**config.mk**
```make
export PLATFORM = sky130hd
export DESIGN_NAME = operand_fetch
export DESIGN_NICKNAME = d
export VERILOG_FILES = /design/src/rtl/operand_fetch_pkg.sv /design/src/rtl/operand_scoreboard.sv /design/src/rtl/operand_fetch.sv
export SDC_FILE = /design/constraint.sdc
export NUM_CORES = 1
export LEC_CHECK = 0
export CORE_MARGIN = 1
export CORE_UTILIZATION = 44
export DETAILED_ROUTE_END_ITERATION = 16
export HOLD_SLACK_MARGIN = 0.02
export PLACE_DENSITY = 0.86
export REMOVE_ABC_BUFFERS = 1
export SYNTH_ARGS = -nofsm -noshare
export SYNTH_HDL_FRONTEND = slang
export SYNTH_HIERARCHICAL = 1
export SYNTH_SLANG_ARGS = --single-unit
```
**constraint.sdc**
```tcl
create_clock -name iClk -period 3.7 [get_ports iClk]
set_input_delay 0.74 -clock iClk [delete_from_list [all_inputs] [get_ports iClk]]
set_output_delay 0.74 -clock iClk [all_outputs]
set_load 0.02 [all_outputs]
```
**src/rtl/operand_fetch_pkg.sv**
```systemverilog
// -----------------------------------------------------------------------------
// operand_fetch_pkg
// Shared definitions for the operand fetch stage: default data width,
// register address width, register count and the fetch FSM state encoding.
// -----------------------------------------------------------------------------
package operand_fetch_pkg;

  localparam int XLEN       = 32;
  localparam int REG_ADDR_W = 5;
  localparam int NREG       = 32;

  typedef enum logic [1:0] {
    ST_IDLE  = 2'd0,
    ST_CHECK = 2'd1,
    ST_READ  = 2'd2,
    ST_ISSUE = 2'd3
  } fetchState_e;

  // x0 is hardwired: it is never tracked, never written and always reads 0.
  function automatic logic isLiveReg(input logic [REG_ADDR_W-1:0] addr);
    return (addr != {REG_ADDR_W{1'b0}});
  endfunction

endpackage

```
**src/rtl/operand_scoreboard.sv**
```systemverilog
// -----------------------------------------------------------------------------
// operand_scoreboard
// One busy bit per architectural register, marking a pending write.
// Ports:
//   iClk, iRst            clock, synchronous active-high reset (clears all bits)
//   iSetEn, iSetAddr      mark a register busy (wins over a same-cycle clear)
//   iClrEn, iClrAddr      clear a register's busy bit (writeback)
//   iLookupA/B, oBusyA/B  two combinational busy lookups
// -----------------------------------------------------------------------------
module operand_scoreboard #(
  parameter int NREG = operand_fetch_pkg::NREG
) (
  input  logic                                  iClk,
  input  logic                                  iRst,
  input  logic                                  iSetEn,
  input  logic [operand_fetch_pkg::REG_ADDR_W-1:0] iSetAddr,
  input  logic                                  iClrEn,
  input  logic [operand_fetch_pkg::REG_ADDR_W-1:0] iClrAddr,
  input  logic [operand_fetch_pkg::REG_ADDR_W-1:0] iLookupA,
  input  logic [operand_fetch_pkg::REG_ADDR_W-1:0] iLookupB,
  output logic                                  oBusyA,
  output logic                                  oBusyB
);
  import operand_fetch_pkg::*;

  logic [NREG-1:0] busyR;

  // Busy bit update: set has priority over clear; bit 0 is held at zero.
  always_ff @(posedge iClk) begin
    if (iRst) begin
      busyR <= {NREG{1'b0}};
    end else begin
      busyR[0] <= 1'b0;
      for (int i = 1; i < NREG; i++) begin
        if (iSetEn && (iSetAddr == REG_ADDR_W'(i))) begin
          busyR[i] <= 1'b1;
        end else if (iClrEn && (iClrAddr == REG_ADDR_W'(i))) begin
          busyR[i] <= 1'b0;
        end else begin
          busyR[i] <= busyR[i];
        end
      end
    end
  end

  assign oBusyA = busyR[iLookupA];
  assign oBusyB = busyR[iLookupB];

endmodule

```
**src/rtl/operand_fetch.sv**
```systemverilog
// -----------------------------------------------------------------------------
// operand_fetch
// Accepts one decoded instruction at a time, waits until its sources have no
// pending writes, reads them from the register file, and offers the operands
// to execute. Writeback results are forwarded to the register file write port
// and release scoreboard entries.
// Ports:
//   iClk, iRst                         clock, synchronous active-high reset
//   iDecValid/oDecReady, iDec*         decode-side handshake and fields
//   oReadEnS1/S2, oRs1Addr/oRs2Addr    register file read port (data next cycle)
//   iRs1Data, iRs2Data                 register file read data
//   oWriteEn, oRdAddr, oWriteData      register file write port
//   iWbValid, iWbRdAddr, iWbData       writeback result
//   oExValid/iExReady, oEx*            execute-side handshake and operands
// -----------------------------------------------------------------------------
module operand_fetch #(
  parameter int XLEN = operand_fetch_pkg::XLEN,
  parameter int NREG = operand_fetch_pkg::NREG
) (
  input  logic                                     iClk,
  input  logic                                     iRst,
  input  logic                                     iDecValid,
  output logic                                     oDecReady,
  input  logic [operand_fetch_pkg::REG_ADDR_W-1:0] iDecRs1Addr,
  input  logic [operand_fetch_pkg::REG_ADDR_W-1:0] iDecRs2Addr,
  input  logic [operand_fetch_pkg::REG_ADDR_W-1:0] iDecRdAddr,
  input  logic                                     iDecUseRs1,
  input  logic                                     iDecUseRs2,
  input  logic                                     iDecWritesRd,
  output logic                                     oReadEnS1,
  output logic                                     oReadEnS2,
  output logic [operand_fetch_pkg::REG_ADDR_W-1:0] oRs1Addr,
  output logic [operand_fetch_pkg::REG_ADDR_W-1:0] oRs2Addr,
  input  logic [XLEN-1:0]                          iRs1Data,
  input  logic [XLEN-1:0]                          iRs2Data,
  output logic                                     oWriteEn,
  output logic [operand_fetch_pkg::REG_ADDR_W-1:0] oRdAddr,
  output logic [XLEN-1:0]                          oWriteData,
  input  logic                                     iWbValid,
  input  logic [operand_fetch_pkg::REG_ADDR_W-1:0] iWbRdAddr,
  input  logic [XLEN-1:0]                          iWbData,
  output logic                                     oExValid,
  input  logic                                     iExReady,
  output logic [XLEN-1:0]                          oExRs1Data,
  output logic [XLEN-1:0]                          oExRs2Data,
  output logic [operand_fetch_pkg::REG_ADDR_W-1:0] oExRdAddr,
  output logic                                     oExWritesRd
);
  import operand_fetch_pkg::*;

  fetchState_e             stateR;
  logic [REG_ADDR_W-1:0]   rs1AddrR, rs2AddrR, rdAddrR;
  logic                    useRs1R, useRs2R, writesRdR;
  logic [XLEN-1:0]         rs1DataR, rs2DataR;
  logic                    decReadyR, exValidR;

  logic                    busyAS, busyBS;
  logic                    hazardS, readGoS, issueFireS, sbSetS, wbLiveS;

  // Hazard detection, read strobes and scoreboard control.
  always_comb begin
    hazardS    = 1'b0;
    readGoS    = 1'b0;
    issueFireS = 1'b0;
    sbSetS     = 1'b0;
    wbLiveS    = 1'b0;
    hazardS = (useRs1R & busyAS) | (useRs2R & busyBS);
    if (stateR == ST_CHECK) begin
      readGoS = ~hazardS;
    end else begin
      readGoS = 1'b0;
    end
    issueFireS = exValidR & iExReady;
    sbSetS     = issueFireS & writesRdR & isLiveReg(rdAddrR);
    wbLiveS    = iWbValid & isLiveReg(iWbRdAddr);
  end

  operand_scoreboard #(.NREG(NREG)) uScoreboard (
    .iClk     (iClk),
    .iRst     (iRst),
    .iSetEn   (sbSetS),
    .iSetAddr (rdAddrR),
    .iClrEn   (wbLiveS),
    .iClrAddr (iWbRdAddr),
    .iLookupA (rs1AddrR),
    .iLookupB (rs2AddrR),
    .oBusyA   (busyAS),
    .oBusyB   (busyBS)
  );

  // Fetch FSM: accept, wait out hazards, read, then hold operands for execute.
  always_ff @(posedge iClk) begin
    if (iRst) begin
      stateR    <= ST_IDLE;
      decReadyR <= 1'b1;
      exValidR  <= 1'b0;
      rs1AddrR  <= {REG_ADDR_W{1'b0}};
      rs2AddrR  <= {REG_ADDR_W{1'b0}};
      rdAddrR   <= {REG_ADDR_W{1'b0}};
      useRs1R   <= 1'b0;
      useRs2R   <= 1'b0;
      writesRdR <= 1'b0;
      rs1DataR  <= {XLEN{1'b0}};
      rs2DataR  <= {XLEN{1'b0}};
    end else begin
      case (stateR)
        ST_IDLE: begin
          if (iDecValid) begin
            rs1AddrR  <= iDecRs1Addr;
            rs2AddrR  <= iDecRs2Addr;
            rdAddrR   <= iDecRdAddr;
            useRs1R   <= iDecUseRs1;
            useRs2R   <= iDecUseRs2;
            writesRdR <= iDecWritesRd;
            decReadyR <= 1'b0;
            stateR    <= ST_CHECK;
          end else begin
            stateR <= ST_IDLE;
          end
        end
        ST_CHECK: begin
          // A writeback clearing a blocking bit is seen one cycle later.
          if (!hazardS) begin
            stateR <= ST_READ;
          end else begin
            stateR <= ST_CHECK;
          end
        end
        ST_READ: begin
          // Unused sources and x0 issue as zero regardless of read data.
          rs1DataR <= (useRs1R && isLiveReg(rs1AddrR)) ? iRs1Data : {XLEN{1'b0}};
          rs2DataR <= (useRs2R && isLiveReg(rs2AddrR)) ? iRs2Data : {XLEN{1'b0}};
          exValidR <= 1'b1;
          stateR   <= ST_ISSUE;
        end
        ST_ISSUE: begin
          if (iExReady) begin
            exValidR  <= 1'b0;
            decReadyR <= 1'b1;
            stateR    <= ST_IDLE;
          end else begin
            stateR <= ST_ISSUE;
          end
        end
        default: begin
          exValidR  <= 1'b0;
          decReadyR <= 1'b1;
          stateR    <= ST_IDLE;
        end
      endcase
    end
  end

  assign oDecReady   = decReadyR;
  assign oReadEnS1   = readGoS & useRs1R;
  assign oReadEnS2   = readGoS & useRs2R;
  assign oRs1Addr    = rs1AddrR;
  assign oRs2Addr    = rs2AddrR;
  assign oWriteEn    = wbLiveS;
  assign oRdAddr     = iWbRdAddr;
  assign oWriteData  = iWbData;
  assign oExValid    = exValidR;
  assign oExRs1Data  = rs1DataR;
  assign oExRs2Data  = rs2DataR;
  assign oExRdAddr   = rdAddrR;
  assign oExWritesRd = writesRdR;

endmodule

```
==> results_dict.tcl, run 1 <==
set metrics [dict create \
    die_w_um 109 \
    syn_inst 530 \
    stdcell_count 821 \
    fin_util 0.659 \
    fmax_mhz 293 \
    route.detailed.drc 0 \
    vdd_ir_drop_max_v 0.000349 \
    syn_to_final_growth_pct 44.6 \
    synth_seq_cells 117 \
    vias 4725 \
    grt_max_degree 47 \
    slew_headroom 0.554 \
    start_kind "input pin" \
    grtUsageTotal 0.281 \
    antenna_found_initial 0 \
    cap_violations 0 \
    n_antenna_cell 0 \
    p_total_mw 3.52 \
    wirelength_mm 16.3 \
    start_util 0.456 \
    dp_hpwl_mm 11.7 \
    drt_iter0_markers 314 \
    min_period_ns 3.41 \
    ys_seq_area_frac 0.468 \
    cts_tree "done" \
    io_pins 246 \
    yosys_warnings 6 \
    p_per_area_nw_per_um2 486 \
    arrival_ns 2.67 \
    fin_crit_sh 0.922 \
    status "finished clean" \
    first_pass_iters 6 \
    rows 38 \
    synth.avg_cell_area_um2 9.45 \
    fillers 837 \
    multi_input_area_um2 2190 \
    setup_tns_ns 0 \
    cts-root-buf "clkbuf_16" \
    synth_area_leaders "dfxtp_1 (47%), a22o_1 (11%), a21oi_1 (5.9%)" \
    routabilityCongestion 1.01 \
    numCtsBuffers 17 \
    finalMaxSlewViolations 0 \
    die_area_um2 11800 \
    cts-htree-levels 4 \
    hold-worst-slack_ns 0.479 \
    required_ns 2.96 \
    drive_gt1_frac 0.0866 \
    die_h_um 109 \
    grt_pass1_vias 4785 \
    cp_max_fo 7 \
    synth_cell_types 36 \
    p_leak_nw 2.57 \
    clock_latency_ns 0.40 \
    hp-class "reg -> reg" \
    wl_per_cell_um 19.8 \
    clkSlewWorstSetupHoldPaths_ns 0.05 \
    cts_setup_buffers 0 \
    critPathCaptureType "output pin" \
    viasPerCell 5.76 \
    synth_area_um2 5010 \
    crit_type "in -> out" \
    core_um2 11000 \
    portBuffers 181 \
    yosys.area.top_type "dfxtp_1" \
    report.final.hold_viol_count 0 \
    grt_overflow_total 0 \
    cts_hold_buf 0 \
    rsz0062_at_grt "no" \
    worstMarginPinSlew_ns 0.669 \
    dp_cells 789 \
    fin_nets 792 \
    grt_pass1_wl_mm 24.7 \
    clock_skew_ns 0.00990 \
    cts.path.max_buffers 2 \
    clock_sinks 117 \
    seq_area_um2 2350 \
    ant_nets 0 \
    synth_top_area_frac 0.468 \
    setup_viol 0 \
]
[registers in the layout, indices dropped and copies added (netlist names)]
name	cells
oRs2Addr	5
stateR	2
oExWritesRd	1
useRs2R	1
oExValid	1
useRs1R	1
oExRs1Data	32
oExRdAddr	5
oDecReady	1
oRs1Addr	5
uScoreboard/busyR	31
oExRs2Data	32
[power by group]
part	switching [mW]	internal [mW]
Combinational	0.185	0.193
Sequential	0.0543	1.29
Clock	0.587	1.21
Total	0.826	2.69
[cells in the mapped netlist (all sizes together)]
cell type,n
dfxtp,117
nand2,69
a22o,65
buf,62
a21oi,59
o21ai,31
nand3,21
mux2i,18
nor2,13
nor2b,13
clkbuf,8
nand2b,8
mux4,6
nor3,5
a22oi,4
nor3b,4
inv,3
nand4,3
a211oi,2
and2,2
and3,2
o2111ai,2
o211ai,2
o21bai,2
o311a,2
or3,2
nor4,1
o21a,1
or2,1
or3b,1
or4,1
[metrics by stage]
stage               instance area, µm²  setup WS (ns)
finish                            7240          0.290
global route                      7240          0.189
CTS                               7230        0.00738
detailed placement                6580          0.181
global placement                  6580          0.295
floorplan                         4530          0.758
[repair_timing]
| item | CTS | global route |
|---|---|---|
| hold endpoints to repair | 0 | 0 |
| resized for setup | 4 | 3 |
| cloned | 0 | 0 |
| endpoints found under the setup margin | 2 | 1 |
[final cells by class]
| cell class | count | area share |
|---|---|---|
| flip-flops and latches | 117 | 0.324 |
| multi-input cells | 340 | 0.302 |
| repair buffers | 189 | 0.258 |
| clock buffers | 19 | 0.0612 |
| clock inverters | 13 | 0.0283 |
| well taps | 140 | 0.0242 |
| inverters | 3 | 0.00156 |
[per-layer routing]
metal	wire, µm	global-route usage	vias up	part of all wire
met2	7820	0.443	296	0.48
met3	1660	0.121	42	0.10
li1	-	-	2159	-
met5	40	0.0491	-	0.0025
met4	452	0.132	2	0.028
met1	6280	0.324	2226	0.39
[placed cells by master, fill, tap and decap left out, types with 3 or more instances in the layout]
cell type	Yosys	final
clkbuf_16	0	17
nor2b_1	13	13
a22oi_1	4	4
o21ai_0	31	31
a21oi_1	59	59
clkinvlp_4	0	3
clkinv_2	0	3
mux2i_1	18	18
nor3_1	5	4
inv_1	3	3
a22o_2	4	4
nand2b_1	8	8
nor2_1	12	12
bufinv_16	0	5
clkdlybuf4s50_1	0	178
nand2_1	69	69
nand3_1	21	21
dfxtp_1	117	114
buf_4	38	8
a22o_1	61	61
nand4_1	3	3
mux4_2	6	6
[logic make-up (layout without fill, tap and decap cells)]
| family | after synthesis | count (layout) | synth area share |
|---|---|---|---|
| DFF | 117 | 117 | 0.468 |
| buffers and inverters | 73 | 224 | 0.0967 |
| muxes | 24 | 24 | 0.0630 |
| AOI/OAI and AO/OA | 170 | 170 | 0.233 |
| and+or+nand+nor | 146 | 146 | 0.139 |
[worst max-delay path, cell delays in order]
cell             delay [ns]
clkdlybuf4s50_1        0.53
or4_1                  0.58
o21a_1                 0.25
clkdlybuf4s50_1        0.57
[final timing paths]
kind                      endpoint  slack [ns]  cells past startpoint         start
min reg2reg            oExWritesRd        0.48                      2   oExWritesRd
min                    oExWritesRd        0.48                      2   oExWritesRd
max reg2reg  uScoreboard/busyR[13]        1.71                      6  oExRdAddr[0]
max                       oWriteEn        0.29                      4  iWbRdAddr[0]
Power figures use the tool's default switching activity.
==> run 2, diff against run 1 <==
CORE_ASPECT_RATIO = 0.6   (was not set)
PLACE_DENSITY = 0.89   (was 0.86)
==> results_dict.tcl, run 2 (synthesis results as in run 1) <==
set metrics [dict create \
    status "finished clean" \
    p_total_mw 3.54 \
    ant_nets 0 \
    r2r_cells 7 \
    min_path_cells 1 \
    stdcell_count 818 \
    grt_pass1_wl_mm 25.1 \
    fillers 808 \
    arrival_ns 2.63 \
    hp-class "reg -> reg" \
    fmax_mhz 297 \
    start_util 0.463 \
    mostFrequentLayoutCell "clkdlybuf4s50_1" \
    finalMaxSlewViolations 0 \
    clkSlewWorstSetupHoldPaths_ns 0.05 \
    wl_per_cell_um 20.1 \
    route.met2.wl_mm 7.28 \
    p_per_area_nw_per_um2 490 \
    r2r_slack_ns 1.73 \
    dp_hpwl_mm 11.9 \
    vias 4749 \
    io_pins 246 \
    critPathCaptureType "output pin" \
    start_kind "input pin" \
    core_um2 10800 \
    viasPerCell 5.81 \
    antenna_found_initial 0 \
    final_cell_mix "clkdlybuf4s50_1 (178), dfxtp_1 (112), nand2_1 (69), a22o_1 (61), a21oi_1 (59)" \
    grtUsageTotal 0.278 \
    syn_to_final_growth_pct 44.5 \
    path_cells "clkdlybuf4s50_1 > or4_1 > o21a_1 > clkdlybuf4s50_1" \
    cts-root-buf "clkbuf_16" \
    clock_sinks 117 \
    post_dp_cell_area_um2 6560 \
    slowest_stage "clkdlybuf4s50_1" \
    min_period_ns 3.37 \
    route.detailed.drc 0 \
    cp_max_fo 7 \
    first_pass_iters 5 \
    r2r_end "stateR[0]" \
    dr_wl_met3_mm 2.13 \
    hold-path-endpoint "oExRs1Data[25]" \
    cts-htree-levels 4 \
    clock_latency_ns 0.41 \
    cp_slowest_stage_delay_ns 0.58 \
    setup_tns_ns 0 \
    vdd_ir_drop_max_v 0.000290 \
    rows 29 \
    m1WireLength_mm 6.76 \
    slew_headroom 0.528 \
    dp_cells 786 \
    min_from "oExRs1Data[25]" \
    setup_viol 0 \
    die_area_um2 11800 \
    report.final.hold_viol_count 0 \
    p_leak_nw 2.58 \
    cts.path.max_buffers 2 \
    cts_tree "done" \
    routabilityCongestion 0.963 \
    path_common_cell "clkdlybuf4s50_1" \
    n_antenna_cell 0 \
    grt_pass1_vias 4634 \
    numCtsBuffers 17 \
    grt_max_degree 42 \
    worstMarginPinSlew_ns 0.708 \
    cts_setup_buffers 0 \
    wirelength_mm 16.4 \
    fin_crit_sh 0.911 \
    rsz0062_at_grt "no" \
    clock_skew_ns 0.0100 \
    grt_overflow_total 0 \
    fin_nets 790 \
    die_w_um 140 \
    required_ns 2.96 \
    portBuffers 181 \
    post-route-cell-area_um2 7240 \
    rr_startpoint "oRs1Addr[0]" \
    drt_iter0_markers 409 \
    die_h_um 84.6 \
    crit_type "in -> out" \
    routed.top_layer "met4" \
    drive_gt1_frac 0.0869 \
    cap_violations 0 \
]
==> run 2: report_power, final <==
part,total (mW),internal [mW],switching [mW]
Sequential,1.35,1.29,0.0611
Combinational,0.374,0.192,0.183
Clock,1.82,1.20,0.616
Total,3.54,2.68,0.859
==> run 2: critical path, delay by kind of cell <==
kind / cells / cell delay (ns)
AOI/OAI and AO/OA: 1 / 0.25
and+or+nand+nor: 1 / 0.55
buffers and inverters: 2 / 1.09
==> run 2: worst max path at each step <==
stage	startpoint	end	slack [ns]	cells past startpoint
2_1_floorplan	oRs1Addr[0]	oReadEnS1	0.76	7
3_3_place_gp	oRs1Addr[0]	oReadEnS1	0.21	8
3_5_place_dp	oRs1Addr[0]	oReadEnS2	0.15	8
4_1_cts	oRs2Addr[2]	oReadEnS2	0.03	8
5_1_grt	oRs1Addr[0]	oReadEnS1	0.28	8
6_report	iWbRdAddr[0]	oWriteEn	0.33	4
==> run 2: repair_timing <==
action / CTS / global route
hold buffers: 0 / 0
gates resized for setup: 6 / 3
setup endpoints to repair: 2 / 2
==> run 2: area by class of cell <==
cell class                      instances  area [µm²]  share of cell area
Inverter                                3        11.3             0.00156
Multi-Input combinational cell        340        2190               0.303
Clock buffer                           18         429              0.0593
Sequential cell                       117        2350               0.325
Tap cell                              139         174              0.0240
Timing Repair Buffer                  187        1860               0.257
Clock inverter                         14         224              0.0310
==> run 2: stage by stage <==
| step | utilization | setup slack, ns | hold slack [ns] |
|---|---|---|---|
| floorplan | - | 0.758 | 0.454 |
| global placement | 0.607 | 0.209 | 0.460 |
| detailed placement | 0.607 | 0.155 | 0.463 |
| CTS | 0.669 | 0.0280 | 0.480 |
| global route | 0.669 | 0.282 | 0.494 |
| finish | 0.669 | 0.330 | 0.474 |
==> run 2: per-layer routing <==
metal  GRT usage  vias up
li1            -     2152
met1       0.345     2277
met2       0.420      290
met3       0.135       30
met4      0.0939        0
met5     0.00810        -
